<file path="src/rtl/down_counter_timer.sv">
// down_counter_timer
//
// Loadable N-bit down counter used as a programmable interval timer.
// A controller loads a start count through a valid/ready handshake, the
// counter decrements on enabled edges while running, and a registered
// one-cycle done pulse marks expiry. Every register updates on the
// falling edge of clock, and reset is asynchronous and active low.
//
// Build option:
//   DOWN_COUNTER_TIMER_AUTO_RELOAD_EN
//     Undefined: one-shot. The terminal decrement clears count and the
//                FSM passes through DONE back to IDLE.
//     Defined:   periodic. The terminal decrement reloads the last loaded
//                value, the FSM stays in RUN, and done pulses once per
//                period. Only abort or reset return the block to IDLE.
//
// state | meaning
// ------+-------------------------------------------------------------
// IDLE  | waiting for a load; load_ready high, count holds
// RUN   | counting down on enabled edges; busy high
// DONE  | single expiry cycle after the terminal edge; done high, count 0

module down_counter_timer #(
  parameter int N = 4
) (
  input  logic         clock,
  input  logic         reset,
  input  logic         load_valid,
  input  logic [N-1:0] load_value,
  output logic         load_ready,
  input  logic         enable,
  input  logic         abort,
  output logic [N-1:0] count,
  output logic         busy,
  output logic         done
);

  localparam logic [1:0] IDLE = 2'd0;
  localparam logic [1:0] RUN  = 2'd1;
  localparam logic [1:0] DONE = 2'd2;

  localparam logic [N-1:0] COUNT_ZERO = '0;
  localparam logic [N-1:0] COUNT_ONE  = {{(N-1){1'b0}}, 1'b1};

  logic [1:0]   state_q;
  logic [1:0]   state_d;
  logic [N-1:0] count_q;
  logic [N-1:0] count_d;
  logic         done_q;
  logic         done_d;

  logic         load_accept;
  logic         load_is_zero;
  logic         count_terminal;
  logic         run_step;

`ifdef DOWN_COUNTER_TIMER_AUTO_RELOAD_EN
  // The reload register is only read in periodic mode, so it exists only there.
  logic [N-1:0] reload_q;
  logic [N-1:0] reload_d;
`endif

  // Handshake and datapath qualifiers shared by the next-state logic.
  always_comb begin
    load_accept    = load_valid && (state_q == IDLE);
    load_is_zero   = (load_value == COUNT_ZERO);
    // A count of 0 should never be seen in RUN; it is folded into the
    // terminal case so a corrupted state cannot wrap to all ones.
    count_terminal = (count_q <= COUNT_ONE);
    run_step       = (state_q == RUN) && !abort && enable;
  end

  // Next state, next count and the next value of the done pulse.
  always_comb begin
    state_d = state_q;
    count_d = count_q;
    done_d  = 1'b0;
`ifdef DOWN_COUNTER_TIMER_AUTO_RELOAD_EN
    reload_d = reload_q;
`endif

    case (state_q)
      IDLE: begin
        if (load_accept) begin
          count_d = load_value;
`ifdef DOWN_COUNTER_TIMER_AUTO_RELOAD_EN
          reload_d = load_value;
`endif
          if (load_is_zero) begin
            // Zero interval expires straight away, in either build.
            state_d = DONE;
            done_d  = 1'b1;
          end else begin
            state_d = RUN;
          end
        end
      end

      RUN: begin
        if (abort) begin
          // Abort wins over everything: leave with count frozen, no pulse.
          state_d = IDLE;
        end else if (run_step) begin
          if (!count_terminal) begin
            count_d = count_q - COUNT_ONE;
          end else begin
`ifdef DOWN_COUNTER_TIMER_AUTO_RELOAD_EN
            count_d = reload_q;
            state_d = RUN;
            done_d  = 1'b1;
`else
            count_d = COUNT_ZERO;
            state_d = DONE;
            done_d  = 1'b1;
`endif
          end
        end
      end

      DONE: begin
        // Loads offered here are ignored; load_ready is low in this state.
        state_d = IDLE;
        count_d = COUNT_ZERO;
      end

      default: begin
        state_d = IDLE;
        count_d = COUNT_ZERO;
      end
    endcase
  end

  // Falling-edge state register with asynchronous active-low clear.
  always_ff @(negedge clock or negedge reset) begin
    if (!reset) begin
      state_q <= IDLE;
      count_q <= COUNT_ZERO;
      done_q  <= 1'b0;
    end else begin
      state_q <= state_d;
      count_q <= count_d;
      done_q  <= done_d;
    end
  end

`ifdef DOWN_COUNTER_TIMER_AUTO_RELOAD_EN
  // Reload register captures each accepted start count.
  always_ff @(negedge clock or negedge reset) begin
    if (!reset) begin
      reload_q <= COUNT_ZERO;
    end else begin
      reload_q <= reload_d;
    end
  end
`endif

  // Status outputs are plain decodes of the registered state.
  always_comb begin
    load_ready = (state_q == IDLE);
    busy       = (state_q == RUN);
    count      = count_q;
    done       = done_q;
  end

endmodule

</file>
<file path="config.mk">
export PLATFORM = sky130hd
export DESIGN_NAME = down_counter_timer
export DESIGN_NICKNAME = d
export VERILOG_FILES = /design/src/rtl/down_counter_timer.sv
export SDC_FILE = /design/constraint.sdc
export NUM_CORES = 1
export LEC_CHECK = 0
export BUFFER_PORTS_ARGS = -buffer_cell sky130_fd_sc_hd__buf_2
export CAP_MARGIN = 20
export CORE_AREA = 2 2 39 41
export CTS_CLUSTER_SIZE = 25
export DETAILED_ROUTE_END_ITERATION = 10
export DIE_AREA = 0 0 41 43
export SETUP_SLACK_MARGIN = 0.3
export SYNTH_ARGS = -nofsm -noshare
export SYNTH_HDL_FRONTEND = slang
export SYNTH_SLANG_ARGS = --single-unit
export TNS_END_PERCENT = 30
</file>
<file path="constraint.sdc">
create_clock -name clock -period 1.9 [get_ports clock]
set_input_delay 0.19 -clock clock [delete_from_list [all_inputs] [get_ports clock]]
set_output_delay 0.19 -clock clock [all_outputs]
set_load 0.01 [all_outputs]
</file>
==> Yosys cells after proc, flatten, opt, wreduce, memory -nomap -nowiden <==
Index checks and enable logic that the tools add are counted.
{ "word_totals": {"regBits": 7} }
{ "op_classes": {"n_addsub": 1, "magnitude_cmp": 1, "eq_ne": 6, "n_mux": 17, "n_reduce_logical": 8} }
{ "ops": {"columns": ["operator", "count"], "rows": [
  ["2-to-1 mux 4 bit", 4],
  ["2-to-1 mux 2 bit", 5],
  ["one-hot mux 4 bit (2 select lines)", 1],
  ["!= test 3 x 2 -> 1 bit (second input constant)", 2],
  ["AND reduction 3 bit", 2],
  ["2-to-1 mux 1 bit", 5],
  ["less-or-equal comparator 4 x 1 -> 1 bit (second input constant)", 1],
  ["logical NOT 4 bit", 1],
  ["!= test 2 x 1 -> 1 bit (second input constant)", 2],
  ["one-hot mux 2 bit (2 select lines)", 1],
  ["subtractor 4 x 1 -> 4 bit (second input constant)", 1],
  ["logical AND 1 bit", 3],
  ["== test 2 x 1 -> 1 bit (second input constant)", 1],
  ["logical NOT 2 bit", 1],
  ["!= test 2 bit (second input constant)", 1],
  ["one-hot mux 1 bit (2 select lines)", 1],
  ["logical NOT 1 bit", 1]
]} }

==> Depth between registers and ports, before layout <==
Gate-level depths: netlist of run 1.
{ "depth": {"depth_word": 6, "ltp_mapped": 6} }

==> flow_metrics.py, run 1 <==
metrics = {
    "floorplanning": {
        "fp.dieArea_sq_mm": 0.00176,
        "placementRows": 14,
        "die_w_um": 41,
        "floorplan.initialDensity_pct": 32.1,
        "die-height_um": 43,
        "io_pins": 16,
        "total_core_area_sq_mm": 0.00138,
    },
    "yosys": {
        "yosys_register_bits": 7,
        "synth_nets": 59,
        "synth_largest_type_area_fraction_pct": 39.4,
        "post_synth.cell_area_avg_sq_um": 9.25,
        "ys_warn_count": 0,
        "post-synth-top-area-cell": "dfrtn_1",
        "synth_edf_count": 0,
        "postSynth.asyncResetShare_pct": 100,
        "synth.top_cells.by_count": "7 x dfrtn_1, 7 x nor2_1, 5 x a21oi_1, 4 x o21ai_1",
        "postSynth.topFlopCell": "dfrtn_1",
        "synth_cells": 48,
        "synth_top_cells_by_area": "dfrtn_1 39%, nor2_1 5.9%, a21oi_1 5.6%",
        "synth_seq_area_share_pct": 39.4,
        "syn-cell-area_sq_um": 444,
        "ys_types": 22,
    },
    "placement": {
        "pre_cts_slack_ns": -0.150,
        "port_buffers": 15,
        "dp.final_hpwl_um": 894,
        "gpl.final_weighted_congestion": 0.687,
    },
    "flow_run": {
        "cap_viol_max_count": 0,
    },
    "timing": {
        "postLayoutSetupSlackWorst_ns": -0.305,
        "timing_worst_slew_pin_value_ns": 0.422,
        "finalSetupViolCount": 6,
        "final-max-slew-violation-count": 0,
        "post_route_clock_skew_ns": 0.00611,
        "setup_repair_after_global_routing_missed_its_margin": "true",
        "hold_viol_final": 0,
        "timing.max_slew.rel_slack_pct": 71.8,
    },
    "cts": {
        "cts_inserted_buffers": 3,
        "root_buffer_master": "clkbuf_4",
        "cts-htree-levels": 1,
        "numClockSinks": 7,
        "tritoncts": "done",
        "clock_tree.buffer_depth": 2,
        "clk_pin_slew_ns": 0.04,
        "clkLatencyLatePin_ns": 0.26,
    },
    "detailed_routing": {
        "route.vias.total": 470,
        "topRoutingLayerUsed": "met3",
        "route.detailed.vias_per_inst": 4.85,
        "routed-wl-met3_um": 44,
        "ant_nets": 0,
        "routedLengthMet1_um": 492,
        "drt-wirelength-per-cell_um": 11.5,
        "detail_route.iter0.violations": 9,
        "wirelength_mm": 1.12,
        "wl_met2_um": 583,
        "final_routed_drc_violation_total": 0,
        "dr.pass1.iters": 4,
    },
    "setup_path": {
        "cp-startpoint": "state_q[0]",
        "critical_path.endpoint_type": "output port",
        "timing.critical_path.from_type": "register",
        "worst_ep_required_time_ns": 1.71,
        "critical_path_class": "register to output port",
        "path_max_fanout": 2,
        "reg2reg_from": "count[1]",
        "worst_ep_arrival_time_ns": 2.02,
    },
    "final_layout": {
        "number_of_fillers_in_the_final_layout": 128,
        "num-nets-final": 93,
        "insertedDiodeCount": 0,
        "flow.area_growth_from_synthesis_pct": 74.9,
        "drive_gt1_share_pct": 60.5,
    },
    "pwr": {
        "netSwitchingFraction_pct": 39.6,
        "p_per_area_mw_per_mm2": 1390,
        "seq_power_share_pct": 21.5,
        "total_switching_power_mw": 0.427,
        "total_power_mw": 1.08,
        "comb_power_share_pct": 66.2,
        "p_leak_nw": 0.370,
        "power.share.clock_pct": 12.3,
        "irDropWorstVdd_mv": 0.530,
        "p_int_mw": 0.652,
    },
    "global_routing": {
        "grt_max_degree": 9,
        "global_route.usage.total_pct": 14.9,
        "antenna_found_initial": 0,
        "first_pass_grt_wire_length_mm": 1.77,
        "via_count_of_the_first_global_routing_pass": 449,
        "global_route.overflow_total": 0,
    },
    "outcome": {
        "status": "complete, but fails checks",
        "violations": "setup timing",
    },
    "worst_hold_path": {
        "min_delay_path_class": "register to register",
        "worst_hold_start": "count[0]",
    },
}
cell type report:
| class | count | area (sq um) | share of cell area, % |
|---|---|---|---|
| multi-input cells | 38 | 317 | 40.7 |
| repair buffers | 29 | 225 | 29.0 |
| flip-flops and latches | 7 | 175 | 22.5 |
| clock buffers | 4 | 26.3 | 3.38 |
| well taps | 16 | 20.0 | 2.58 |
| inverters | 3 | 13.8 | 1.77 |
per-layer routing:
metal / vias to the layer above / global-route usage [%]
met5: - / 0
met1: 214 / 17.4
li1: 242 / -
met3: 0 / 6.28
met2: 14 / 24.1
met4: 0 / 4.00
cells in the final DEF (no fill, tap or decap):
| cell | n |
|---|---|
| buf_4 | 14 |
| buf_2 | 9 |
| dfrtn_1 | 7 |
| nor2_1 | 5 |
| o21ai_1 | 4 |
| buf_6 | 4 |
| a21oi_2 | 3 |
| clkbuf_4 | 3 |
| nor2_4 | 2 |
| inv_1 | 2 |
| nor2b_1 | 2 |
| a21oi_1 | 2 |
| nand2_1 | 2 |
| buf_8 | 2 |
| or2b_4 | 1 |
| inv_4 | 1 |
| nand3b_1 | 1 |
| nor2b_4 | 1 |
| nand2b_4 | 1 |
| nor4_4 | 1 |
| nand2_2 | 1 |
| a211oi_4 | 1 |
| nor3_2 | 1 |
| o21ai_0 | 1 |
| a221oi_2 | 1 |
| and2b_2 | 1 |
| a31oi_1 | 1 |
| o31ai_2 | 1 |
| nor4_1 | 1 |
| a32oi_1 | 1 |
| nor3_1 | 1 |
| ha_2 | 1 |
| ha_1 | 1 |
| clkbuf_1 | 1 |
timing repair:
item                                    CTS  global route
pin swaps                                 7            10
buffers inserted                          1             2
resized for setup                         9            13
hold buffers                              0             0
endpoints found under the setup margin   14            14
power by group through the flow:
stage	logic, mW	registers (mW)	clock network [mW]
after global placement	0.566	0.236	0
after floorplan	0.283	0.288	0
after detailed placement	0.566	0.239	0
final	0.715	0.232	0.133
after CTS	0.627	0.232	0.137
after global routing	0.787	0.239	0.144
worst max-delay path, stage by stage, from the launching register on:
cell and delay, ns:
dfrtn_1 0.39, or2b_4 0.28, inv_4 0.06, buf_6 0.09
flip-flops by register name (all words and copies together), names as in the netlist:
name / count
state_q: 2
done: 1
count: 4
kinds of logic after synthesis:
family / Yosys count / synth area share (%)
compound gates: 15 / 24.2
fa+ha+maj: 2 / 5.63
buf+inv: 3 / 2.54
flops: 7 / 39.4
simple gates: 21 / 28.2
stage by stage:
stage	cells	instance area (sq um)	setup TNS, ns	hold WS [ns]	util [%]
global placement	90	624	-0.625	0.551	45.1
finish	97	777	-0.614	0.573	56.1
CTS	95	708	-0.674	0.580	51.2
detailed placement	90	624	-0.734	0.554	45.1
global route	97	777	-0.835	0.595	56.1
floorplan	48	447	-0.0505	0.448	-
final timing paths:
| path | cells after the start | slack [ns] | end |
|---|---|---|---|
| min reg2reg | 3 | 0.57 | count[0] |
| min in group asynchronous | 1 | 0.59 | count[3] |
| max | 3 | -0.31 | busy |
| min | 3 | 0.57 | count[0] |
| max in group asynchronous | 1 | 1.11 | done |
| max reg2reg | 7 | 0.28 | count[0] |
No activity file was read; power rests on OpenSTA's default activity.
==> run 2: changes to the inputs <==
MAX_ROUTING_LAYER = met4   (was not set)
clock period = 2.4 ns   (was 1.9 ns; I/O delays follow)
==> flow_metrics.py, run 2 (same netlist as run 1, synthesis figures left out) <==
metrics = {
    "final_layout": {
        "layout_commonest_cell": "buf_2",
        "utilization_pct": 48.7,
        "flow.area_growth_from_synthesis_pct": 51.8,
        "drive_gt1_share_pct": 50.7,
        "number_of_fillers_in_the_final_layout": 138,
        "stdcell_area_sq_um": 674,
        "mostFrequentLayoutCells": "12 x buf_2, 7 x dfrtn_1, 7 x buf_4, 6 x nor2_1",
        "num-nets-final": 87,
        "insertedDiodeCount": 0,
        "largest_register_ff_count": 4,
    },
    "cts": {
        "numClockSinks": 7,
        "cts_hold_buffers": 0,
        "cts-htree-levels": 1,
        "root_buffer_master": "clkbuf_4",
        "cts_inserted_buffers": 3,
        "clock_tree.buffer_depth": 2,
        "tritoncts": "done",
        "clk_pin_slew_ns": 0.04,
        "clkLatencyLatePin_ns": 0.26,
    },
    "floorplanning": {
        "io_pins": 16,
        "floorplan.initialDensity_pct": 32.1,
        "fp.dieArea_sq_mm": 0.00176,
        "die-height_um": 43,
        "placementRows": 14,
        "total_core_area_sq_mm": 0.00138,
        "die_w_um": 41,
    },
    "timing": {
        "worst_hold_slack_ns": 0.553,
        "finalSetupViolCount": 2,
        "postLayoutSetupSlackWorst_ns": -0.118,
        "timing.max_slew.rel_slack_pct": 70.7,
        "hold_viol_final": 0,
        "final-max-slew-violation-count": 0,
        "post_route_clock_skew_ns": 0.00378,
        "timing_worst_slew_pin_value_ns": 0.439,
        "setup_repair_after_global_routing_missed_its_margin": "true",
    },
    "setup_path": {
        "timing.critical_path.from_type": "register",
        "path_max_fanout": 2,
        "critical_path_class": "register to output port",
        "reg2reg_slack_ns": 0.85,
        "worst_ep_required_time_ns": 2.16,
        "worst_ep_arrival_time_ns": 2.28,
        "critical_path.endpoint_type": "output port",
    },
    "placement": {
        "place_area_sq_um": 579,
        "dp.final_hpwl_um": 861,
        "gpl.final_weighted_congestion": 0.662,
        "pre_cts_slack_ns": 0.0414,
        "port_buffers": 15,
    },
    "detailed_routing": {
        "detail_route.iter0.violations": 3,
        "ant_nets": 0,
        "final_routed_drc_violation_total": 0,
        "route.detailed.vias_per_inst": 5.04,
        "dr.pass1.iters": 4,
        "route.vias.total": 459,
        "wirelength_mm": 1.06,
        "drt-wirelength-per-cell_um": 11.6,
    },
    "global_routing": {
        "global_route.usage.total_pct": 13.9,
        "first_pass_grt_wire_length_mm": 1.61,
        "grt_max_degree": 9,
        "antenna_found_initial": 0,
        "global_route.overflow_total": 0,
        "via_count_of_the_first_global_routing_pass": 399,
    },
    "worst_hold_path": {
        "min_delay_path_class": "register to register",
    },
    "flow_run": {
        "cap_viol_max_count": 0,
    },
    "pwr": {
        "p_per_area_mw_per_mm2": 1170,
        "p_leak_nw": 0.325,
        "irDropWorstVdd_mv": 0.435,
    },
    "outcome": {
        "violations": "setup timing",
        "status": "complete, but fails checks",
    },
}
[run 2: changes by cell type in the layout (fill, tap and decap cells not counted), sizes merged]
cell and change:
buf -6, clkbuf -1, clkinv +1
[run 2: critical path, stage by stage (launching register included)]
cell     delay [ns]
dfrtn_1        0.40
or2b_4         0.28
inv_4          0.05
buf_6          0.09
[run 2: path summary, 6_finish.rpt]
path / to / cells after the start / startpoint
worst max-delay path: busy / 3 / state_q[0]
worst min-delay path: count[3] / 2 / count[3]
worst min register to register: count[3] / 2 / count[3]
max in group asynchronous: count[2] / 1 / reset
min in group asynchronous: count[1] / 1 / reset
worst max register to register: count[0] / 5 / count[0]
[run 2: metal layers]
metal	routed length, um	track usage (%)
met3	92	7.85
met4	0	2.00
met1	454	15.6
met5	0	-
met2	513	21.6
[run 2: cell type report]
| type | count | area [sq um] | share of cell area [%] |
|---|---|---|---|
| clock buffer | 3 | 22.5 | 3.34 |
| clock inverter | 1 | 5.00 | 0.742 |
| inverter | 3 | 13.8 | 2.04 |
| multi-input combinational | 38 | 280 | 41.6 |
| sequential | 7 | 175 | 26.0 |
| tap | 16 | 20.0 | 2.97 |
| timing repair buffer | 23 | 158 | 23.4 |
[run 2: repair_timing]
| action | 4_1_cts | 5_1_grt |
|---|---|---|
| pin swaps | 0 | 5 |
| setup buffers | 1 | 2 |
| gates resized for setup | 5 | 4 |
| endpoints found under the setup margin | 7 | 12 |
[run 2: report_power, final]
part	internal [mW]	switching, mW
logic	0.239	0.227
registers	0.164	0.0521
clock network	0.0609	0.0450
total	0.464	0.325
[run 2: metrics by stage]
stage	power, mW	setup TNS (ns)	std cells
2_1_floorplan	0.452	0	48
3_3_place_gp	0.596	0	84
3_5_place_dp	0.599	0	84
4_1_cts	0.750	-0.238	89
5_1_grt	0.863	-0.309	91
6_report	0.788	-0.193	91
==> run 3: changes to the inputs <==
clock period = 2.82 ns   (was 2.4 ns; I/O delays follow)
==> flow_metrics.py, run 3 (same netlist as run 1, synthesis figures left out) <==
metrics = {
    "outcome": {
        "status": "complete, no violations",
    },
    "detailed_routing": {
        "detail_route.iter0.violations": 3,
        "dr.pass1.iters": 2,
        "wirelength_mm": 1.04,
        "route.vias.total": 446,
        "route.detailed.vias_per_inst": 5.01,
        "ant_nets": 0,
        "final_routed_drc_violation_total": 0,
        "drt-wirelength-per-cell_um": 11.6,
    },
    "pwr": {
        "p_int_mw": 0.361,
        "irDropWorstVdd_mv": 0.381,
        "comb_power_share_pct": 57.1,
        "p_leak_nw": 0.302,
        "power.share.clock_pct": 14.6,
        "p_per_area_mw_per_mm2": 1000,
        "netSwitchingFraction_pct": 41.4,
        "total_switching_power_mw": 0.256,
        "seq_power_share_pct": 28.3,
    },
    "final_layout": {
        "largest_register_ff_count": 4,
        "flow.area_growth_from_synthesis_pct": 38.9,
        "drive_gt1_share_pct": 42.5,
        "mostFrequentLayoutCells": "14 x buf_2, 7 x nor2_1, 7 x dfrtn_1, 6 x buf_4, 5 x a21oi_1",
        "num-nets-final": 85,
        "layout_commonest_cell": "buf_2",
        "layout.cells.non_filler": 89,
        "insertedDiodeCount": 0,
    },
    "global_routing": {
        "via_count_of_the_first_global_routing_pass": 387,
        "antenna_found_initial": 0,
        "global_route.usage.total_pct": 14.3,
        "first_pass_grt_wire_length_mm": 1.60,
        "global_route.overflow_total": 0,
        "grt_max_degree": 9,
    },
    "setup_path": {
        "sequence_of_cells_on_the_critical_path": "or2b_4 > inv_2 > buf_6",
        "critical_path_class": "register to output port",
        "timing.critical_path.from_type": "register",
        "cpLargestDelayFamily": "flip-flops",
        "critical_path.endpoint_type": "output port",
        "worstRegToRegCells": 6,
        "path_max_fanout": 3,
        "reg2reg_slack_ns": 1.28,
        "worst_ep_required_time_ns": 2.54,
        "worst_ep_arrival_time_ns": 2.51,
        "reg2reg_from": "count[0]",
        "critical_path.slowest_cell": "dfrtn_1",
        "critical_path.max_stage_delay_ns": 0.41,
        "reg2reg_to": "count[0]",
        "number_of_buffers_and_inverters_on_the_critical_path": 2,
        "worst_setup_path_endpoint": "busy",
        "crit_cells": 3,
        "cp-startpoint": "state_q[0]",
    },
    "cts": {
        "cts-htree-levels": 1,
        "root_buffer_master": "clkbuf_4",
        "clock_tree.buffer_depth": 2,
        "cts_inserted_buffers": 3,
        "clk_pin_slew_ns": 0.04,
        "numClockSinks": 7,
        "tritoncts": "done",
        "cts_hold_buffers": 0,
        "clkLatencyLatePin_ns": 0.26,
    },
    "floorplanning": {
        "total_core_area_sq_mm": 0.00138,
        "placementRows": 14,
        "die_w_um": 41,
        "die-height_um": 43,
        "floorplan.initialDensity_pct": 32.1,
        "fp.dieArea_sq_mm": 0.00176,
        "io_pins": 16,
    },
    "flow_run": {
        "cap_viol_max_count": 0,
    },
    "timing": {
        "timing.max_slew.rel_slack_pct": 75.7,
        "final-max-slew-violation-count": 0,
        "setup_repair_after_global_routing_missed_its_margin": "true",
        "finalSetupViolCount": 0,
        "hold_viol_final": 0,
        "post_route_clock_skew_ns": 0.00804,
        "timing_worst_slew_pin_value_ns": 0.362,
        "worst_hold_slack_ns": 0.543,
    },
    "placement": {
        "port_buffers": 15,
        "gpl.final_weighted_congestion": 0.710,
        "dpl.cell_count": 81,
        "dp.final_hpwl_um": 830,
    },
    "worst_hold_path": {
        "min_delay_path_class": "register to register",
    },
}
## run 3: changes by cell type in the layout (fill, tap and decap cells not counted), sizes merged
cell / change
clkinv: -1
buf: -2
clkbuf: +1
## run 3: timing repair
action	CTS	global route
resized for setup	1	0
setup endpoints to repair	6	6
setup buffers	3	1
## run 3: power groups by stage
stage	sequential (mW)	clock (mW)	combinational, mW
floorplan	0.194	0	0.188
global placement	0.182	0	0.306
detailed placement	0.183	0	0.307
CTS	0.176	0.0946	0.346
global route	0.182	0.101	0.391
finish	0.174	0.0903	0.352
## run 3: layout make-up
cell class	instances	area [sq um]
clock buffer	4	26.3
fill	145	767
inverter	3	11.3
multi-input combinational	38	258
sequential	7	175
tap	16	20.0
timing repair buffer	21	126
## run 3: worst min path at each step
stage | cells after the start | to | start
detailed placement | 2 | count[3] | count[3]
CTS | 2 | count[3] | count[3]
global route | 2 | state_q[1] | state_q[1]
finish | 2 | count[3] | count[3]
global placement | 2 | count[3] | count[3]
floorplan | 1 | state_q[0] | state_q[1]
## run 3: metal layers
metal / global-route usage, % / routed length, um
met1: 16.7 / 421
met2: 20.6 / 520
met3: 9.42 / 94
met4: 2.00 / 0
met5: - / 0
## run 3: worst reg2reg max path, cell delays in order, from the launching register on
cell and delay, ns:
dfrtn_1 0.41, buf_4 0.14, inv_1 0.06, ha_1 0.23, o21ai_0 0.31, a31oi_1 0.15, o31ai_1 0.23
## run 3: metrics by stage
stage	cell area [sq um]	total power [mW]	util (%)	setup TNS, ns	worst slack (ns)
2_1_floorplan	444	0.382	-	0	0.313
3_3_place_gp	554	0.488	40.1	0	0.156
3_5_place_dp	554	0.490	40.1	0	0.126
4_1_cts	609	0.616	44.0	0	0.0112
5_1_grt	617	0.675	44.6	-0.0523	-0.0281
6_report	617	0.617	44.6	0	0.0262
